<file path="src/rtl/lc3_pkg.sv">
// Shared definitions for the LC-3 sequencer: state encoding, opcodes, memory
// access codes and the execute-stage dispatch helper.
package lc3_pkg;

  typedef enum logic [2:0] {
    S_FETCH     = 3'd0,
    S_DECODE    = 3'd1,
    S_EXECUTE   = 3'd2,
    S_MEM_IND   = 3'd3,
    S_MEM       = 3'd4,
    S_WRITEBACK = 3'd5,
    S_UPDATE_PC = 3'd6
  } state_e;

  localparam logic [3:0] OP_BR   = 4'b0000;
  localparam logic [3:0] OP_ADD  = 4'b0001;
  localparam logic [3:0] OP_LD   = 4'b0010;
  localparam logic [3:0] OP_ST   = 4'b0011;
  localparam logic [3:0] OP_JSR  = 4'b0100;
  localparam logic [3:0] OP_AND  = 4'b0101;
  localparam logic [3:0] OP_LDR  = 4'b0110;
  localparam logic [3:0] OP_STR  = 4'b0111;
  localparam logic [3:0] OP_RTI  = 4'b1000;
  localparam logic [3:0] OP_NOT  = 4'b1001;
  localparam logic [3:0] OP_LDI  = 4'b1010;
  localparam logic [3:0] OP_STI  = 4'b1011;
  localparam logic [3:0] OP_JMP  = 4'b1100;
  localparam logic [3:0] OP_RES  = 4'b1101;
  localparam logic [3:0] OP_LEA  = 4'b1110;
  localparam logic [3:0] OP_TRAP = 4'b1111;

  localparam logic [1:0] MEM_RD   = 2'd0;
  localparam logic [1:0] MEM_WR   = 2'd1;
  localparam logic [1:0] MEM_IND  = 2'd2;
  localparam logic [1:0] MEM_IDLE = 2'd3;

  // Where EXECUTE goes next; unsupported opcodes retire as a NOP.
  function automatic state_e exec_next(input logic [3:0] op);
    state_e ns;
    case (op)
      OP_ADD, OP_AND, OP_NOT, OP_LEA:          ns = S_WRITEBACK;
      OP_LD, OP_LDR, OP_ST, OP_STR:            ns = S_MEM;
      OP_LDI, OP_STI:                          ns = S_MEM_IND;
      OP_BR, OP_JMP:                           ns = S_UPDATE_PC;
      OP_JSR, OP_RTI, OP_RES, OP_TRAP:         ns = S_UPDATE_PC;
      default:                                 ns = S_UPDATE_PC;
    endcase
    return ns;
  endfunction

  function automatic logic is_store(input logic [3:0] op);
    return (op == OP_ST) || (op == OP_STR) || (op == OP_STI);
  endfunction

endpackage

</file>
<file path="src/rtl/lc3_mem_watchdog.sv">
// Wait-cycle counter for data memory accesses. expired_o is high during the
// TIMEOUT-th consecutive waiting cycle since the last clear.
module lc3_mem_watchdog #(
  parameter int TIMEOUT = 16
) (
  input  logic clk,
  input  logic reset,
  input  logic clear_i,
  input  logic enable_i,
  output logic expired_o
);

  localparam int CW = $clog2(TIMEOUT) + 1;

  logic [CW-1:0] cnt_q, cnt_d;

  assign expired_o = (cnt_q == CW'(TIMEOUT - 1));

  // Saturates at the expiry value so a stalled state cannot wrap the count.
  always_comb begin
    cnt_d = cnt_q;
    if (clear_i) begin
      cnt_d = '0;
    end else if (enable_i && !expired_o) begin
      cnt_d = cnt_q + CW'(1);
    end
  end

  always_ff @(posedge clk) begin
    if (reset) begin
      cnt_q <= '0;
    end else begin
      cnt_q <= cnt_d;
    end
  end

endmodule

</file>
<file path="src/rtl/lc3_sequencer.sv">
// Multi-cycle LC-3 sequencer: Moore FSM producing per-stage enables, memory
// access type, branch decision, data-access timeout flag and a retire count.
module lc3_sequencer
  import lc3_pkg::*;
#(
  parameter int MEM_TIMEOUT = 16,
  parameter int CNT_W       = 16
) (
  input  logic             clk,
  input  logic             reset,
  input  logic [15:0]      IR,
  input  logic [2:0]       psr,
  input  logic             complete_instr,
  input  logic             complete_data,
  output logic             enable_fetch,
  output logic             enable_decode,
  output logic             enable_execute,
  output logic             enable_writeback,
  output logic             enable_updatePC,
  output logic [1:0]       mem_state,
  output logic             br_taken,
  output logic             mem_err,
  output logic [CNT_W-1:0] instr_count,
  output logic [2:0]       dbg_state
);

  // Handshake: complete_instr / complete_data are level "done" flags, only
  // sampled at the rising edge while waiting in FETCH / MEM_IND / MEM.
  state_e           state_q, state_d;
  logic [3:0]       op_q, op_d;
  logic             br_taken_q, br_taken_d;
  logic             mem_err_q, mem_err_d;
  logic [CNT_W-1:0] count_q, count_d;

  logic wd_clear, wd_enable, wd_expired;
  logic unused_ir;

  assign unused_ir = ^IR[8:0];

  assign wd_enable = (state_q == S_MEM) || (state_q == S_MEM_IND);
  assign wd_clear  = ((state_d == S_MEM) || (state_d == S_MEM_IND)) && (state_d != state_q);

  lc3_mem_watchdog #(
    .TIMEOUT (MEM_TIMEOUT)
  ) u_watchdog (
    .clk       (clk),
    .reset     (reset),
    .clear_i   (wd_clear),
    .enable_i  (wd_enable),
    .expired_o (wd_expired)
  );

  always_comb begin
    state_d    = state_q;
    op_d       = op_q;
    br_taken_d = br_taken_q;
    mem_err_d  = mem_err_q;
    count_d    = count_q;
    case (state_q)
      S_FETCH: begin
        if (complete_instr) state_d = S_DECODE;
      end
      S_DECODE: begin
        op_d    = IR[15:12];
        state_d = S_EXECUTE;
      end
      S_EXECUTE: begin
        state_d    = exec_next(op_q);
        br_taken_d = (op_q == OP_BR) ? |(IR[11:9] & psr) : (op_q == OP_JMP);
      end
      S_MEM_IND: begin
        if (complete_data) begin
          state_d = S_MEM;
        end else if (wd_expired) begin
          mem_err_d = 1'b1;
          state_d   = S_UPDATE_PC;
        end
      end
      S_MEM: begin
        if (complete_data) begin
          state_d = is_store(op_q) ? S_UPDATE_PC : S_WRITEBACK;
        end else if (wd_expired) begin
          mem_err_d = 1'b1;
          state_d   = S_UPDATE_PC;
        end
      end
      S_WRITEBACK: begin
        state_d = S_UPDATE_PC;
      end
      S_UPDATE_PC: begin
        count_d = count_q + CNT_W'(1);
        state_d = S_FETCH;
      end
      default: begin
        state_d = S_FETCH;
      end
    endcase
  end

  always_ff @(posedge clk) begin
    if (reset) begin
      state_q    <= S_FETCH;
      op_q       <= 4'd0;
      br_taken_q <= 1'b0;
      mem_err_q  <= 1'b0;
      count_q    <= '0;
    end else begin
      state_q    <= state_d;
      op_q       <= op_d;
      br_taken_q <= br_taken_d;
      mem_err_q  <= mem_err_d;
      count_q    <= count_d;
    end
  end

  // Enables are gated by reset so nothing fires while reset is held.
  assign enable_fetch     = !reset && (state_q == S_FETCH);
  assign enable_decode    = !reset && (state_q == S_DECODE);
  assign enable_execute   = !reset && (state_q == S_EXECUTE);
  assign enable_writeback = !reset && (state_q == S_WRITEBACK);
  assign enable_updatePC  = !reset && (state_q == S_UPDATE_PC);

  always_comb begin
    mem_state = MEM_IDLE;
    if (!reset) begin
      case (state_q)
        S_MEM_IND: mem_state = MEM_IND;
        S_MEM:     mem_state = is_store(op_q) ? MEM_WR : MEM_RD;
        default:   mem_state = MEM_IDLE;
      endcase
    end
  end

  assign br_taken    = br_taken_q;
  assign mem_err     = mem_err_q;
  assign instr_count = count_q;
  assign dbg_state   = state_q;

endmodule

</file>
<file path="config.mk">
export PLATFORM = sky130hd
export DESIGN_NAME = lc3_sequencer
export DESIGN_NICKNAME = d
export VERILOG_FILES = /design/src/rtl/lc3_pkg.sv /design/src/rtl/lc3_mem_watchdog.sv /design/src/rtl/lc3_sequencer.sv
export SDC_FILE = /design/constraint.sdc
export NUM_CORES = 1
export LEC_CHECK = 0
export ABC_AREA = 0
export BUFFER_PORTS_ARGS = -buffer_cell sky130_fd_sc_hd__buf_2
export CORE_ASPECT_RATIO = 1.1
export CORE_UTILIZATION = 47
export CTS_CLUSTER_SIZE = 30
export DETAILED_ROUTE_END_ITERATION = 16
export PLACE_DENSITY = 0.77
export SLEW_MARGIN = 20
export SYNTH_ARGS = -nofsm -noshare
export SYNTH_HDL_FRONTEND = slang
export SYNTH_SLANG_ARGS = --single-unit
</file>
<file path="constraint.sdc">
create_clock -name clk -period 3.3 [get_ports clk]
set_input_delay 0.495 -clock clk [delete_from_list [all_inputs] [get_ports clk]]
set_output_delay 0.495 -clock clk [all_outputs]
set_load 0.005 [all_outputs]
</file>
### After elaboration in Yosys (flattened, before gate mapping)

Memory sizes are Yosys's and may differ from the RTL's. A register that Yosys moved wholly into a read port is not among the register bits.
Index checks and enable logic that the tools add are counted.

| cells by class | value |
|---|---|
| reductions and logical operators | 19 |
| add/sub/neg operators | 2 |
| bitwise gates (word level) | 2 |
| mux-type cells | 12 |
| equal/unequal tests | 14 |

Operators by type and width:

| kind | number |
|---|---|
| 3-bit case mux with 6 select lines | 1 |
| 16-bit by 1-bit adder with 16-bit output (second input constant) | 1 |
| 3-bit == test (second input constant) | 4 |
| 3-bit 2-to-1 mux | 4 |
| 3-bit by 2-bit == test with 1-bit output (second input constant) | 3 |
| 4-bit == test (second input constant) | 2 |
| 4-bit 2-to-1 mux | 2 |
| 1-bit logical AND | 7 |
| 5-bit by 1-bit adder with 5-bit output (second input constant) | 1 |
| 5-bit by 4-bit == test with 1-bit output (second input constant) | 1 |
| 4-bit by 2-bit == test with 1-bit output (second input constant) | 1 |
| 4-bit by 3-bit == test with 1-bit output (second input constant) | 1 |
| 4-bit logical NOT | 1 |
| 1-bit logical OR | 4 |
| 2-bit 2-to-1 mux | 2 |
| 2-bit case mux with 2 select lines | 1 |
| 2-bit OR reduction | 2 |
| 3-bit bitwise AND | 1 |
| 3-bit by 1-bit == test with 1-bit output (second input constant) | 1 |
| 3-bit logical NOT | 1 |
| 3-bit inequality test | 1 |
| 3-bit AND reduction | 1 |
| 3-bit OR reduction | 1 |
| 1-bit logical NOT | 2 |
| 2 further kinds | 3 |

| word-level totals | value |
|---|---|
| memories | 1 |
| output and inout port bits | 28 |
| input port bits | 23 |
| flip-flop bits (word level) | 30 |
| logic and storage cells | 56 |
| ROM bits | 48 |

Memories:

| name | depth | bits a word | read ports | clocked after memory_dff | wr ports | line | source |
|---|---|---|---|---|---|---|---|
| (name not given) | 16 | 3 | 1 | 1 | 0 | lc3_pkg.sv:40 | `case (op)` |

### Logic depth before layout (Yosys ltp)

| depth | value |
|---|---|
| depth in word-level cells | 10 |
| depth in mapped cells | 7 |
| mapped depth without buffers | 7 |

### Modules after synthesis

Synthesis repeated with hierarchy kept, for this count alone.

| second synthesis, totals | value |
|---|---|
| cell total of the unflattened synthesis | 200 |
| area, all modules | 1,761.7 um^2 |

Modules (own cells, without submodules):

| module | sequential area each (um^2) | area each (um^2) | cells each | times used |
|---|---|---|---|---|
| lc3_sequencer | 560.5 | 1,520.2 | 174 | 1 |
| lc3_mem_watchdog | 100.1 | 241.5 | 26 | 1 |

### Worst setup path after synthesis

Ideal clock, no wire load.

| timing path | value |
|---|---|
| kind | reg2reg |
| from | reg u_watchdog.cnt_q[0] |
| to | reg u_watchdog.cnt_q[4] |
| path buffers | 0 |
| required time | 3.221 ns |
| setup time | 0.079 ns |
| stages on the path, launching flop included | 8 |
| data arrival time | 1.773 ns |
| path slack | 1.448 ns |
| clock period less this slack | 1.852 ns |
| cell sequence | dfxtp_1 ha_1 and3_1 ha_1 or2_2 o32a_1 a41o_1 a211oi_2 |

| between the ends | value |
|---|---|
| cells in the longest elaborated chain, start to end | 8 |
| elaborated cells between the ends (all ways) | 14 |
| classes of those cells | 1 x add/sub; 4 x eq/ne; 4 x mux; 5 x reduce/logical |

Ends and longest elaborated chain:

| element | line | source |
|---|---|---|
| from (decl) | lc3_mem_watchdog.sv:15 | `logic [CW-1:0] cnt_q, cnt_d;` |
| from (signal assigned) | lc3_mem_watchdog.sv:33 | `cnt_q <= cnt_d;` |
| 5-bit by 4-bit == test with 1-bit output | lc3_mem_watchdog.sv:17 | `assign expired_o = (cnt_q == CW'(TIMEOUT - 1));` |
| 3-bit 2-to-1 mux | lc3_sequencer.sv:74, lc3_sequencer.sv:82 |  |
| 3-bit 2-to-1 mux, on equally long branches | lc3_sequencer.sv:80, lc3_sequencer.sv:72 |  |
| 3-bit case mux with 6 select lines | lc3_sequencer.sv:59 | `case (state_q)` |
| 3-bit == test or 3-bit by 2-bit == test with 1-bit output (tied branches) | lc3_sequencer.sv:41 | `assign wd_clear = ((state_d == S_MEM) \|\| (state_d == S_MEM_IND)) && (state_d != state_q);` |
| 1-bit logical OR | lc3_sequencer.sv:41 |  |
| 1-bit logical AND | lc3_sequencer.sv:41 |  |
| 2-bit OR reduction (no line) | n/a |  |

Several ways; a longest one is shown, not always the timed one.
A chain may end at the register's enable or synchronous reset.

### Worst setup path after layout

| timing path | value |
|---|---|
| from | reg state_q[1], in the netlist dbg_state[1] |
| to | out enable_execute |

| between the ends | value |
|---|---|
| cells in the longest elaborated chain, start to end | 2 |

Ends and longest elaborated chain:

| element | line | source |
|---|---|---|
| from (decl) | lc3_sequencer.sv:29 | `state_e state_q, state_d;` |
| from (signal assigned) | lc3_sequencer.sv:108 | `state_q <= state_d;` |
| 3-bit by 2-bit == test with 1-bit output | lc3_sequencer.sv:119 | `assign enable_execute = !reset && (state_q == S_EXECUTE);` |
| 1-bit logical AND | lc3_sequencer.sv:119 |  |
| to (decl) | lc3_sequencer.sv:17 | `output logic enable_execute,` |

Every way passes these cells.

==> flow_summary.yaml <==
status:
  status: "finished clean"
clocking:
  cts_tree: "done"
  post_cts_buffers: 0
  cts_resized: 0
  clockBufferDepth: 2
  numCtsBuffers: 5
  insertion_delay_ps: 340
  cts_root_buffer: "clkbuf_4"
  htree_num_levels: 2
  cts.sinks: 33
  path_clk_slew_ps: 100
  ctsHoldBuffers: 0
logic_synthesis:
  synthCells: 202
  synth-edff-count: 0
  synthArstFlopShare_pct: 0
  synthFlopType: "dfxtp_1"
  synthMuxAreaShare_pct: 2.42
  synthSimpleGateAreaFrac_pct: 31.2
  synth_cell_types: 51
  synth-adder-area-share_pct: 2.20
  synth-compound-area-share_pct: 15.7
  ys_ff_latch: 33
  syn_avg_cell_area_um2: 8.43
  ys_warn_count: 0
  synth_top_family_by_area: "simple AND/OR/NAND/NOR gates"
  synth_xor_area_share_pct: 6.17
  syn_area_um2: 1700
  yosysSeqAreaShare_pct: 38.8
  synth.net_count: 228
floorplan:
  initial_core_util_pct: 50.3
  die_area_um2: 3870
  fp-row-count: 22
  core_area_um2: 3390
  die_w_um: 59.4
  pin_count: 51
  die_y_um: 65.1
place:
  portBuffers: 41
  place_hpwl_um: 2440
  pre_cts_ws_ps: 1270
  routabilityCongestion: 0.796
worst_setup_path:
  critPathLaunchType: "flop"
  rr_startpoint: "dbg_state[0]$_SDFF_PP0_"
  endpoint_kind: "primary output"
  r2r_slack_ps: 1300
  rr_worst_depth: 4
  critPathMaxFanout: 16
  path_class: "reg2out"
  required_ps: 2800
  cp_data_arrival_time_ps: 1910
detailed_routing:
  drt_iter0_markers: 74
  wl_met1_um: 1550
  wl_um: 3410
  viasPerCell: 5.45
  drt-pass1-iter-count: 4
  wl_met3_um: 158
  wl_per_cell_um: 11.8
  final_antenna_net_count: 0
  dr_wl_met2_um: 1650
  top_layer: "met4"
  drc_errors: 0
  vias: 1574
grt:
  grt_pass1_wl_um: 5830
  grt_max_degree: 23
  antenna_found_initial: 0
  grt_overflow: 0
  grtUsageTotal_pct: 20.0
  grt_pass1_vias: 1352
cells_and_area:
  synthToLayoutAreaGrowth_pct: 16.2
  fin_nets: 266
  layout-drive-gt1-share_pct: 23.7
  n_antenna_cell: 0
sta:
  rsz0062_at_grt: "no"
  hold_viol: 0
  fin_worst_skew_ps: 7.96
  min_period_ps: 2400
  maxSlewHeadroom_pct: 55.2
  setup_violations: 0
  fin_ws_ps: 898
  timing.fmax_ghz: 0.416
  worst_pin_slew_ps: 671
  fin_crit_sh_pct: 72.8
  drv_slew: 0
  tns_ps: 0
power_and_ir_drop:
  peakVddDrop_v: 0.000258
  power_leakage_nw: 0.828
  cellPowerDensity_nw_per_um2: 396
run:
  drv_cap: 0
min_path:
  hold_class: "in2reg"
  holdPathEnd: "op_q[2]$_SDFFE_PP0P_"
  worstHoldPathCells: 3
  hp-start: "IR[14]"
==> cells in the mapped netlist, types with 5 or more instances <==
cell,number,area [um2]
dfxtp_1,33,661
nand2_1,22,82.6
nor2_1,19,71.3
a21oi_1,12,60.1
nand3_1,11,55.1
xor2_1,8,70.1
clkbuf_1,7,26.3
nor3_1,7,35.0
nor2b_1,5,31.3
nor3b_1,5,37.5
o21ai_0,5,25.0
o31ai_1,5,37.5
==> layer usage <==
layer,up-vias,track usage [%]
met4,0,7.14
met1,724,24.4
li1,809,-
met5,-,0
met2,37,31.9
met3,4,7.09
==> where the power goes <==
part	total (mW)	internal [mW]	leakage, nW	switching [mW]
logic	0.120	0.0592	0.529	0.0611
clock network	0.218	0.0811	0.0320	0.136
registers	0.446	0.416	0.267	0.0303
==> registers in the layout (all words and copies together), names as in the netlist, named ones only <==
signal and flops:
u_watchdog.cnt_q 5, instr_count 16, op_q 4, mem_err 1, dbg_state 3, br_taken 1
==> stage by stage <==
stage                     power [mW]  instances  hold WS [ps]  utilization [%]  cell area, um2
after floorplan                0.540        202           460                -            1700
after global routing           0.837        289           409             58.4            1980
after global placement         0.576        281           458             56.9            1930
after CTS                      0.793        289           404             58.4            1980
after detailed placement       0.577        281           460             56.9            1930
final                          0.784        289           406             58.4            1980
==> worst max path at each step <==
stage	end	cells after the start	start	slack, ps
floorplan	u_watchdog.cnt_q[4]$_SDFFE_PP0P_	7	u_watchdog.cnt_q[0]$_SDFFE_PP0P_	1450
global placement	enable_execute	3	dbg_state[1]$_SDFF_PP0_	1290
detailed placement	enable_execute	3	dbg_state[1]$_SDFF_PP0_	1270
CTS	enable_execute	3	dbg_state[1]$_SDFF_PP0_	890
global route	enable_execute	3	dbg_state[1]$_SDFF_PP0_	770
finish	enable_execute	3	dbg_state[1]$_SDFF_PP0_	900
==> cell families (layout without fill, tap and decap cells) <==
family,Yosys count,in the layout
AOI/OAI and AO/OA,38,38
xor gates and xnor gates,12,12
adders and majority gates,3,3
buffers and inverters,14,53
DFF,33,33
muxes,4,4
and+or+nand+nor,98,98
==> worst max-delay path, stage by stage (launching register included) <==
cell and delay [ps]:
dfxtp_1 630, nor3b_1 620, nor2b_1 200, buf_2 110
==> area by class of cell <==
type	instances	area, um2
Inverter	3	11.3
Multi-Input combinational cell	155	982
Sequential cell	33	661
Fill cell	315	1410
Tap cell	48	60.1
Clock buffer	6	41.3
Clock inverter	2	10.0
Timing Repair Buffer	42	213
==> cell usage in the layout, fill, tap and decap left out, types with 5 or more instances in the layout <==
cell,synthesis,routed
o31ai_1,5,5
nand3_1,11,11
buf_2,2,41
nand2_1,22,22
xor2_1,8,8
clkbuf_4,0,5
nor3_1,7,7
nor2_1,19,19
nor3b_1,5,5
o21ai_0,5,5
nor2b_1,5,5
a21oi_1,12,12
dfxtp_1,33,33
(Power assumes the default switching activity.)
